`src/rtl/nn_seq_layer_if.sv`:
```
// nn_seq_layer bus bundle: run handshake, parameter write port and results.
// master drives requests, slave is the layer.
interface nn_seq_layer_if #(
  parameter int N_IN  = 4,
  parameter int N_HID = 3,
  parameter int IN_W  = 2,
  parameter int W_W   = 8,
  parameter int OUT_W = 12,
  parameter int AW    = $clog2(N_IN*N_HID+2*N_HID+1)
);
  logic                     start;
  logic [1:0]               act_mode;
  logic [N_IN*IN_W-1:0]     in_vec;
  logic                     wr_en;
  logic [AW-1:0]            wr_addr;
  logic [W_W-1:0]           wr_data;
  logic                     busy;
  logic                     done;
  logic                     wr_err;
  logic [N_HID*OUT_W-1:0]   h_out;
  logic [OUT_W-1:0]         out_o;

  modport master (
    output start, act_mode, in_vec,
    output wr_en, wr_addr, wr_data,
    input  busy, done, wr_err, h_out, out_o
  );

  modport slave (
    input  start, act_mode, in_vec,
    input  wr_en, wr_addr, wr_data,
    output busy, done, wr_err, h_out, out_o
  );
endinterface

```
`src/rtl/nn_seq_layer.sv`:
```
// Two-layer fixed-point network, hidden and output neurons
// time-multiplexed over one multiply-accumulate unit.
module nn_seq_layer #(
  parameter int N_IN  = 4,
  parameter int N_HID = 3,
  parameter int IN_W  = 2,
  parameter int W_W   = 8,
  parameter int B_W   = 3,
  parameter int ACC_W = 20,
  parameter int OUT_W = 12
) (
  input logic          clk,
  input logic          rst_n,
  nn_seq_layer_if.slave bus
);
  localparam int FRAC   = W_W - 1;
  localparam int NPAR   = N_IN*N_HID + 2*N_HID + 1;
  localparam int AW     = $clog2(NPAR);
  localparam int V_BASE = N_IN*N_HID;
  localparam int B_BASE = V_BASE + N_HID;
  localparam int IW     = (N_IN > 1) ? $clog2(N_IN) : 1;
  localparam int JW     = (N_HID > 1) ? $clog2(N_HID) : 1;
  localparam int PW     = OUT_W + W_W;

  localparam longint BMAX  = ((longint'(1) << B_W) - 1) << FRAC;
  localparam longint MAX_H = longint'(N_IN) *
    ((longint'(1) << IN_W) - 1) * (longint'(1) << FRAC) + BMAX;
  localparam longint MAX_O = longint'(N_HID) *
    (longint'(1) << (OUT_W - 1)) + BMAX;
  localparam longint LIM   = longint'(1) << (ACC_W - 1);

  if (MAX_H >= LIM || MAX_O >= LIM) begin : g_acc_chk
    $error("nn_seq_layer: ACC_W too narrow for worst-case sums");
  end

  localparam logic signed [ACC_W-1:0] L_MAX  = ACC_W'((1 << (OUT_W-1)) - 1);
  localparam logic signed [ACC_W-1:0] L_MIN  = ~L_MAX;
  localparam logic signed [ACC_W-1:0] L_ONE  = ACC_W'(1 << FRAC);
  localparam logic signed [ACC_W-1:0] L_HALF = ACC_W'(1 << (FRAC-1));

  typedef enum logic [2:0] {
    S_IDLE, S_HMAC, S_HACT, S_OMAC, S_OACT
  } state_t;

  state_t                   r_state;
  logic                     r_busy;
  logic                     r_done;
  logic                     r_wr_err;
  logic [1:0]               r_mode;
  logic [IN_W-1:0]          r_in [N_IN];
  logic [IW-1:0]            r_i;
  logic [JW-1:0]            r_j;
  logic [AW-1:0]            r_ptr;
  logic signed [ACC_W-1:0]  r_acc;
  logic [W_W-1:0]           r_par [NPAR];
  logic signed [OUT_W-1:0]  r_h [N_HID];
  logic signed [OUT_W-1:0]  r_out;

  logic signed [OUT_W-1:0]  w_a;
  logic signed [W_W-1:0]    w_b;
  logic signed [PW-1:0]     w_prod;
  logic signed [ACC_W-1:0]  w_term;
  logic signed [ACC_W-1:0]  w_sum;
  logic [B_W-1:0]           w_bias;
  logic signed [OUT_W-1:0]  w_act;
  logic                     w_wr_ok;

  function automatic logic signed [OUT_W-1:0] f_act(
    input logic signed [ACC_W-1:0] a,
    input logic [1:0]              m
  );
    logic signed [ACC_W-1:0] x;
    x = a;
    unique case (1'b1)
      (m == 2'd0): x = a;
      (m == 2'd2): begin
        x = (a >>> 2) + L_HALF;
        if (x < 0) x = '0;
        else if (x > L_ONE) x = L_ONE;
      end
      default: x = (a < 0) ? '0 : a;
    endcase
    if (x > L_MAX) x = L_MAX;
    else if (x < L_MIN) x = L_MIN;
    return x[OUT_W-1:0];
  endfunction

  // r_ptr walks hidden weights then output weights in address order
  always_comb begin
    w_a = (r_state == S_OMAC) ? r_h[r_j]
                              : $signed(OUT_W'(r_in[r_i]));
    w_b = $signed(r_par[r_ptr]);
    w_prod = w_a * w_b;
    w_term = (r_state == S_OMAC) ? ACC_W'(w_prod >>> FRAC)
                                 : ACC_W'(w_prod);
    w_bias = (r_state == S_OACT)
      ? r_par[NPAR-1][B_W-1:0]
      : r_par[AW'(B_BASE) + AW'(r_j)][B_W-1:0];
    w_sum = r_acc + $signed(ACC_W'(w_bias) << FRAC);
    w_act = f_act(w_sum, r_mode);
    w_wr_ok = !r_busy
      && !(r_state == S_IDLE && bus.start)
      && (int'(bus.wr_addr) < NPAR);
  end

  always_ff @(posedge clk) begin
    if (!rst_n) begin
      r_state  <= S_IDLE;
      r_busy   <= 1'b0;
      r_done   <= 1'b0;
      r_wr_err <= 1'b0;
      r_mode   <= '0;
      r_i      <= '0;
      r_j      <= '0;
      r_ptr    <= '0;
      r_acc    <= '0;
      r_out    <= '0;
      for (int k = 0; k < N_IN; k++) r_in[k] <= '0;
      for (int k = 0; k < NPAR; k++) r_par[k] <= '0;
      for (int k = 0; k < N_HID; k++) r_h[k] <= '0;
    end else begin
      r_done   <= 1'b0;
      r_wr_err <= 1'b0;
      if (bus.wr_en) begin
        if (w_wr_ok) r_par[bus.wr_addr] <= bus.wr_data;
        else r_wr_err <= 1'b1;
      end
      unique case (r_state)
        S_IDLE: begin
          if (bus.start) begin
            r_mode <= bus.act_mode;
            for (int k = 0; k < N_IN; k++)
              r_in[k] <= bus.in_vec[k*IN_W +: IN_W];
            r_acc   <= '0;
            r_i     <= '0;
            r_j     <= '0;
            r_ptr   <= '0;
            r_busy  <= 1'b1;
            r_state <= S_HMAC;
          end
        end
        S_HMAC: begin
          r_acc <= r_acc + w_term;
          r_ptr <= r_ptr + 1'b1;
          if (r_i == IW'(N_IN-1)) begin
            r_i     <= '0;
            r_state <= S_HACT;
          end else begin
            r_i <= r_i + 1'b1;
          end
        end
        S_HACT: begin
          r_h[r_j] <= w_act;
          r_acc    <= '0;
          if (r_j == JW'(N_HID-1)) begin
            r_j     <= '0;
            r_state <= S_OMAC;
          end else begin
            r_j     <= r_j + 1'b1;
            r_state <= S_HMAC;
          end
        end
        S_OMAC: begin
          r_acc <= r_acc + w_term;
          r_ptr <= r_ptr + 1'b1;
          if (r_j == JW'(N_HID-1)) begin
            r_j     <= '0;
            r_state <= S_OACT;
          end else begin
            r_j <= r_j + 1'b1;
          end
        end
        S_OACT: begin
          r_out   <= w_act;
          r_done  <= 1'b1;
          r_busy  <= 1'b0;
          r_state <= S_IDLE;
        end
        default: r_state <= S_IDLE;
      endcase
    end
  end

  always_comb begin
    bus.h_out = '0;
    for (int j = 0; j < N_HID; j++)
      bus.h_out[j*OUT_W +: OUT_W] = r_h[j];
  end

  assign bus.busy   = r_busy;
  assign bus.done   = r_done;
  assign bus.wr_err = r_wr_err;
  assign bus.out_o  = r_out;
endmodule

```
`src/flat_wrapper.sv`:
```
// flat-port wrapper written by rule: the top's interface ports become plain ports
module nn_seq_layer_flat 
#(
  parameter int N_IN  = 4,
  parameter int N_HID = 3,
  parameter int IN_W  = 2,
  parameter int W_W   = 8,
  parameter int B_W   = 3,
  parameter int ACC_W = 20,
  parameter int OUT_W = 12
)
  (clk, rst_n, bus_start, bus_act_mode, bus_in_vec, bus_wr_en, bus_wr_addr, bus_wr_data, bus_busy, bus_done, bus_wr_err, bus_h_out, bus_out_o);
  nn_seq_layer_if #(.N_IN(N_IN), .N_HID(N_HID), .IN_W(IN_W), .W_W(W_W), .OUT_W(OUT_W)) bus_i ();
  input logic clk;
  input logic rst_n;
  input wire logic [$bits(bus_i.start)-1:0] bus_start;
  input wire logic [$bits(bus_i.act_mode)-1:0] bus_act_mode;
  input wire logic [$bits(bus_i.in_vec)-1:0] bus_in_vec;
  input wire logic [$bits(bus_i.wr_en)-1:0] bus_wr_en;
  input wire logic [$bits(bus_i.wr_addr)-1:0] bus_wr_addr;
  input wire logic [$bits(bus_i.wr_data)-1:0] bus_wr_data;
  output wire logic [$bits(bus_i.busy)-1:0] bus_busy;
  output wire logic [$bits(bus_i.done)-1:0] bus_done;
  output wire logic [$bits(bus_i.wr_err)-1:0] bus_wr_err;
  output wire logic [$bits(bus_i.h_out)-1:0] bus_h_out;
  output wire logic [$bits(bus_i.out_o)-1:0] bus_out_o;
  assign bus_i.start = bus_start;
  assign bus_i.act_mode = bus_act_mode;
  assign bus_i.in_vec = bus_in_vec;
  assign bus_i.wr_en = bus_wr_en;
  assign bus_i.wr_addr = bus_wr_addr;
  assign bus_i.wr_data = bus_wr_data;
  assign bus_busy = bus_i.busy;
  assign bus_done = bus_i.done;
  assign bus_wr_err = bus_i.wr_err;
  assign bus_h_out = bus_i.h_out;
  assign bus_out_o = bus_i.out_o;
  nn_seq_layer #(.N_IN(N_IN), .N_HID(N_HID), .IN_W(IN_W), .W_W(W_W), .B_W(B_W), .ACC_W(ACC_W), .OUT_W(OUT_W)) u_core (.clk(clk), .rst_n(rst_n), .bus(bus_i));
endmodule
```
`config.mk`:
```
export PLATFORM = sky130hd
export DESIGN_NAME = nn_seq_layer_flat
export DESIGN_NICKNAME = d
export VERILOG_FILES = /design/src/rtl/nn_seq_layer_if.sv /design/src/rtl/nn_seq_layer.sv /design/src/flat_wrapper.sv
export SDC_FILE = /design/constraint.sdc
export NUM_CORES = 1
export LEC_CHECK = 0
export CAP_MARGIN = 20
export CORE_MARGIN = 3
export CORE_UTILIZATION = 60
export CTS_BUF_LIST = sky130_fd_sc_hd__clkbuf_4 sky130_fd_sc_hd__clkbuf_8 sky130_fd_sc_hd__clkbuf_16
export CTS_CLUSTER_SIZE = 30
export DETAILED_ROUTE_END_ITERATION = 8
export PLACE_DENSITY = 0.87
export SETUP_SLACK_MARGIN = 0.4
export SYNTH_ARGS = -nofsm -noshare
export SYNTH_HDL_FRONTEND = slang
export SYNTH_SLANG_ARGS = --single-unit
export TNS_END_PERCENT = 100
```
`constraint.sdc`:
```
create_clock -name clk -period 13.4 [get_ports clk]
set_clock_uncertainty 0.05 [all_clocks]
set_input_delay 2.68 -clock clk [delete_from_list [all_inputs] [get_ports clk]]
set_output_delay 2.68 -clock clk [all_outputs]
set_load 0.03 [all_outputs]
```
==> impl_results.md, run 1 <==
- Synth Instances: 1711
- Max Slew Vio Count: 0
- Post-layout net count: 2041
- RD Place Congestion: 0.9296
- Critical path's largest stage delay: 0.77 ns
- Util after Layout: 0.7038
- Area delta synth->final: 14.28%
- Root buf cell: clkbuf_16
- Lkg Pwr: 0.009155 uW
- Antenna Cells: 0
- Number of synthesized flops with an enable pin: 304
- Mean Syn Cell Area: 12.22 sq um
- Netlist Area Pre-Place: 20910 sq um
- Postcts setup bufs: 0
- FFs w/ async S/R, synth: 0
- CP Capture Type: register
- DR iter-0 viols: 1573
- Status: finished, final reports clean
- Total of max-cap violations: 0
- Seq pwr share: 0.464
- Setup TNS: 0 ns
- Worst Path Max Fanout: 34
- Pre-antenna DRT Iters: 6
- Initial Utilization: 0.6159
- Worst slew pin tran: 0.9825 ns
- CP Class: reg2reg
- DRC viols: 0
- Number of clock sinks: 370
- Rows: 67
- Tmin final: 10.32 ns
- Share of layout cells above drive strength 1: 0.1334
- Final setup viols: 0
- IO Pins: 78
- Register area share after synthesis: 0.4998
- Vias/cell: 6.248
- Net switching power: 731.7 uW
- PortBufs: 77
- CP required: 13.82 ns
- Sw Ratio: 0.2564
- Overall routed net length: 51.71 mm
- First-pass GRT wire length: 81.41 mm
- Die height: 192.7 um
- Dpl cells: 2271
- Worst EP arrival: 10.74 ns
- Worst slew margin: 0.3450
- Clock slew at reported path FFs: 0.06 ns
- Initial antenna violation count: 0
- Max Root-Sink Buffers: 3
- Vias in the first global route: 15080
- Crit-path slowest cell: dfxtp_4
- Die ar.: 37130 sq um
- P_int: 2122 uW
- CTS Buf Count: 39
- PwrDens: 119.4 nW/um^2
- Post-synth cell types: 78
- H-tree Lvls: 2
- Vias: 14650
- Maximum clock frequency: 0.09692 GHz
- Worst-skew pair later-pin latency: 0.55 ns
- Antenna Nets Post-Route: 0
- Worst VDD drop: 0.1565 mV
- Startpoint type of the worst setup path: register
- Overflow left after global routing: 0
- Warnings from Yosys: 0
- HP Class: reg2reg
- Core area: 33950 sq um
- Routed wire per std cell: 22.05 um
- Comb power frac: 0.130
- Post-CTS Resized: 0
- Largest net degree at the start of global routing: 86
- RSZ-0062 raised after global routing: false
- Top FF cell, synth: edfxtp_1
- Die Width: 192.7 um
- Overall Global Routing Usage: 0.2879
- FF+latch count, synth: 370
- Hold Buf Count CTS: 0
- Post-detail-place hpwl: 36.30 mm
- CTS tree: built
- Fin crit share: 0.7700
- Crit-path most repeated cell: fa_1
- Final hold viol count: 0
- Finished Layout Cells: 2345
- Clock power share: 0.406
[worst max-delay path: cells and delay by family, from the launching register on]
family	cells	cell delay (ns)
AOI/OAI and AO/OA	13	3.42
adders and majority gates	6	2.75
buffers and inverters	5	0.84
DFF	1	0.77
muxes	3	1.31
and+or+nand+nor	5	1.08
[synth_stat cells (all sizes together) (13+ instances only)]
cell type,count,area [sq um]
nor2b,27,168.9
ha,67,838.3
nor3,14,75.07
clkbuf,75,281.5
xnor2,26,227.7
nand2b,15,93.84
dfxtp,66,1321
nand3,32,170.2
fa,81,1622
a22oi,14,105.1
edfxtp,304,9129
or2,15,93.84
xor2,16,147.7
nand2,113,424.2
a211oi,13,107.6
and2,16,100.1
mux4,100,2252
buf,15,61.31
nor2,282,1075
a21oi,56,344.1
o21ai,55,275.3
mux2i,21,210.2
inv,146,548.0
and3,13,81.33
[cell families (layout without fill, tap and decap cells)]
| logic type | count (synthesis) | in the layout | synth area share |
|---|---|---|---|
| simple gates | 569 | 569 | 0.1242 |
| flops | 370 | 370 | 0.4998 |
| xor+xnor | 42 | 42 | 0.01795 |
| mux | 122 | 122 | 0.1183 |
| fa+ha+maj | 148 | 148 | 0.1176 |
| other cells | 1 | 104 | 0.0001793 |
| buf+inv | 236 | 319 | 0.04260 |
| compound gates | 223 | 223 | 0.07940 |
[per-stage QoR]
step	instance area (sq um)	hold WS, ns	power [uW]	setup WS (ns)
global placement	22480	0.3834	1692	2.979
detailed placement	22480	0.3932	1708	2.697
global route	23900	0.4311	2942	2.421
CTS	23870	0.4132	2854	2.662
floorplan	21300	0.3621	1586	4.040
finish	23900	0.4364	2854	3.083
[path summary, 6_finish.rpt]
check | startpoint | end | slack, ns | cells past startpoint
hold reg to reg | u_core.r_ptr[4] | u_core.r_ptr[4] | 0.44 | 1
hold / removal | u_core.r_ptr[4] | u_core.r_ptr[4] | 0.44 | 1
setup / recovery | register | u_core.r_acc[19] | 3.08 | 32
setup reg to reg | register | u_core.r_acc[19] | 3.08 | 32
[flip-flops by register name, summed over array words and instances (netlist names), named ones only]
| name | cells |
|---|---|
| u_core.bus.busy | 1 |
| u_core.r_par | 256 |
| u_core.r_mode | 2 |
| u_core.bus.wr_err | 1 |
| u_core.r_state | 3 |
| u_core.r_h | 48 |
| u_core.r_acc | 20 |
| u_core.r_j | 2 |
| u_core.r_in | 8 |
| u_core.bus.done | 1 |
| u_core.bus.out_o | 12 |
| u_core.r_ptr | 5 |
| u_core.r_i | 2 |
[power groups by stage]
stage,clock network (uW),logic (uW),registers [uW]
5_1_grt,1210,400,1330
6_report,1160,371,1320
2_1_floorplan,0,252,1330
3_5_place_dp,0,360,1350
3_3_place_gp,0,349,1340
4_1_cts,1170,364,1320
[area by class of cell]
cell class / instances / area, sq um
Sequential cell: 370 / 10460
Fill cell: 2220 / 10060
Multi-Input combinational cell: 1208 / 9988
Clock buffer: 44 / 1013
Timing Repair Buffer: 101 / 953.4
Tap cell: 448 / 560.5
Inverter: 146 / 548.0
Clock inverter: 28 / 376.6
[cell usage in the layout (no fill, tap or decap), types with 14 or more instances in the layout]
cell             count
a21oi_1             43
a22oi_1             14
and2_1              16
buf_4               23
clkbuf_16           39
clkdlybuf4s50_1     76
conb_1             104
dfxtp_1             64
edfxtp_1           304
fa_1                81
ha_1                67
inv_1              141
mux2i_1             21
mux4_2             100
nand2_1            113
nand2b_1            15
nand3_1             30
nor2_1             281
nor2b_1             27
o21ai_0             54
or2_2               15
xnor2_1             26
xor2_1              15
[metal layers]
| metal | up-vias | global-route usage | part of all wire |
|---|---|---|---|
| met5 | - | 0 | 0 |
| met4 | 0 | 0.1538 | 0.058 |
| met3 | 208 | 0.04741 | 0.080 |
| met2 | 812 | 0.4928 | 0.51 |
| met1 | 7289 | 0.3519 | 0.35 |
| li1 | 6342 | - | - |
Power figures use the tool's default switching activity.
==> run 2: changes to the inputs <==
clock period = 9.7 ns   (was 13.4 ns; I/O delays follow)
==> impl_results.md, run 2 (synthesized netlist as in run 1, its figures left out) <==
- Final setup viols: 0
- Core area: 33950 sq um
- Placed Area: 22600 sq um
- Status: finished, final reports clean
- CP top delay family: compound AO/OA/AOI/OAI gates
- Pre-antenna DRT Iters: 5
- Worst-skew pair later-pin latency: 0.57 ns
- Lkg Pwr: 0.009314 uW
- Overall Global Routing Usage: 0.2968
- CP Capture Type: register
- PwrDens: 159.5 nW/um^2
- Critical path's largest stage delay: 0.57 ns
- Seq pwr share: 0.474
- Final hold viol count: 0
- Largest registers: u_core.r_par: 256 flops, u_core.r_h: 48 flops, u_core.r_acc: 20 flops
- DR iter-0 viols: 1255
- Initial Utilization: 0.6159
- Maximum clock frequency: 0.1111 GHz
- Vias/cell: 6.220
- Die height: 192.7 um
- HP Class: reg2reg
- Worst EP arrival: 9.44 ns
- IO Pins: 78
- Worst VDD drop: 0.1604 mV
- CTS tree: built
- Commonest non-fill, non-tap cell in the layout: edfxtp_1
- Area delta synth->final: 15.31%
- Share of layout cells above drive strength 1: 0.1494
- Crit-path slowest cell: mux4_2
- Buf/Inv on CP: 6
- Overflow left after global routing: 0
- Antenna Cells: 0
- Worst slew margin: 0.3525
- Largest net degree at the start of global routing: 54
- RD Place Congestion: 0.9446
- Worst slew pin tran: 0.9611 ns
- Fin crit share: 0.9282
- Most frequent cells in the layout: 304 x edfxtp_1, 281 x nor2_1, 141 x inv_1
- Overall routed net length: 54.89 mm
- Final Instance Area: 24110 sq um
- DRC viols: 0
- Hold Buf Count CTS: 0
- CTS Buf Count: 39
- Tmin final: 9.004 ns
- H-tree Lvls: 2
- Number of clock sinks: 370
- Net switching power: 1022 uW
- First-pass GRT wire length: 83.30 mm
- Clock power share: 0.383
- Min Hold Slack: 0.4074 ns
- P_int: 2823 uW
- PortBufs: 77
- Top reg by flops: u_core.r_par
- CP required: 10.14 ns
- Vias: 14740
- Post-detail-place hpwl: 37.99 mm
- Sw Ratio: 0.2658
- Vias in the first global route: 15020
- Rows: 67
- Total of max-cap violations: 0
- RSZ-0062 raised after global routing: false
- Max Root-Sink Buffers: 3
- Die ar.: 37130 sq um
- Clock slew at reported path FFs: 0.07 ns
- Max Slew Vio Count: 0
- Antenna Nets Post-Route: 0
- Setup TNS: 0 ns
- Worst Path Max Fanout: 8
- Die Width: 192.7 um
- Post-layout net count: 2065
- Max reg flops: 256
- Startpoint type of the worst setup path: register
- Routed wire per std cell: 23.17 um
- CP Class: reg2reg
- Root buf cell: clkbuf_16
- Comb power frac: 0.142
- Initial antenna violation count: 0
-- run 2: worst paths after layout --
check             startpoint                to  slack (ns)  cells after the start
max                 register  u_core.r_acc[19]        0.70                     33
max reg2reg         register  u_core.r_acc[19]        0.70                     33
min          u_core.r_ptr[4]   u_core.r_ptr[4]        0.41                      1
min reg2reg  u_core.r_ptr[4]   u_core.r_ptr[4]        0.41                      1
-- run 2: power groups by stage --
stage,clock (uW),combinational (uW),sequential (uW)
2_1_floorplan,0,348,1840
3_3_place_gp,0,496,1850
3_5_place_dp,0,513,1860
4_1_cts,1480,517,1820
5_1_grt,1540,583,1830
6_report,1470,546,1820
-- run 2: routing by layer --
metal  wire (um)  GRT usage
met3        4759    0.05468
met5           0          0
met2       27320     0.4982
met1       19690     0.3698
met4        3125     0.1549
-- run 2: timing repair --
item / CTS / global route
cloned: 0 / 1
buffers inserted: 0 / 14
endpoints found under the setup margin: 1 / 4
hold endpoints to repair: 0 / 0
resized for setup: 5 / 14
pin swaps: 0 / 1
-- run 2: worst reg2reg max path, delay by kind of cell, from the launching register on --
kind,cells,cell delay [ns]
AO/OA/AOI/OAI,13,2.81
adder cells (fa/ha/maj),6,2.78
flip-flops,1,0.47
multiplexers,3,1.35
AND/OR/NAND/NOR,5,0.93
buffers and inverters,6,0.55
-- run 2: per-stage QoR --
step / utilization / power (uW) / worst slack, ns / std cells
2_1_floorplan: - / 2191 / 0.4062 / 1814
3_3_place_gp: 0.6653 / 2346 / 0.3609 / 2280
3_5_place_dp: 0.6655 / 2368 / 0.2008 / 2281
4_1_cts: 0.7032 / 3820 / 0.4047 / 2353
5_1_grt: 0.7102 / 3954 / 0.3278 / 2369
6_report: 0.7102 / 3845 / 0.6961 / 2369
-- run 2: layout make-up --
type / count / area, sq um
clock buffer: 57 / 1136
clock inverter: 15 / 128.9
fill: 2231 / 9839
inverter: 146 / 548.0
multi-input combinational: 1208 / 10060
sequential: 370 / 10460
tap: 448 / 560.5
timing repair buffer: 125 / 1224
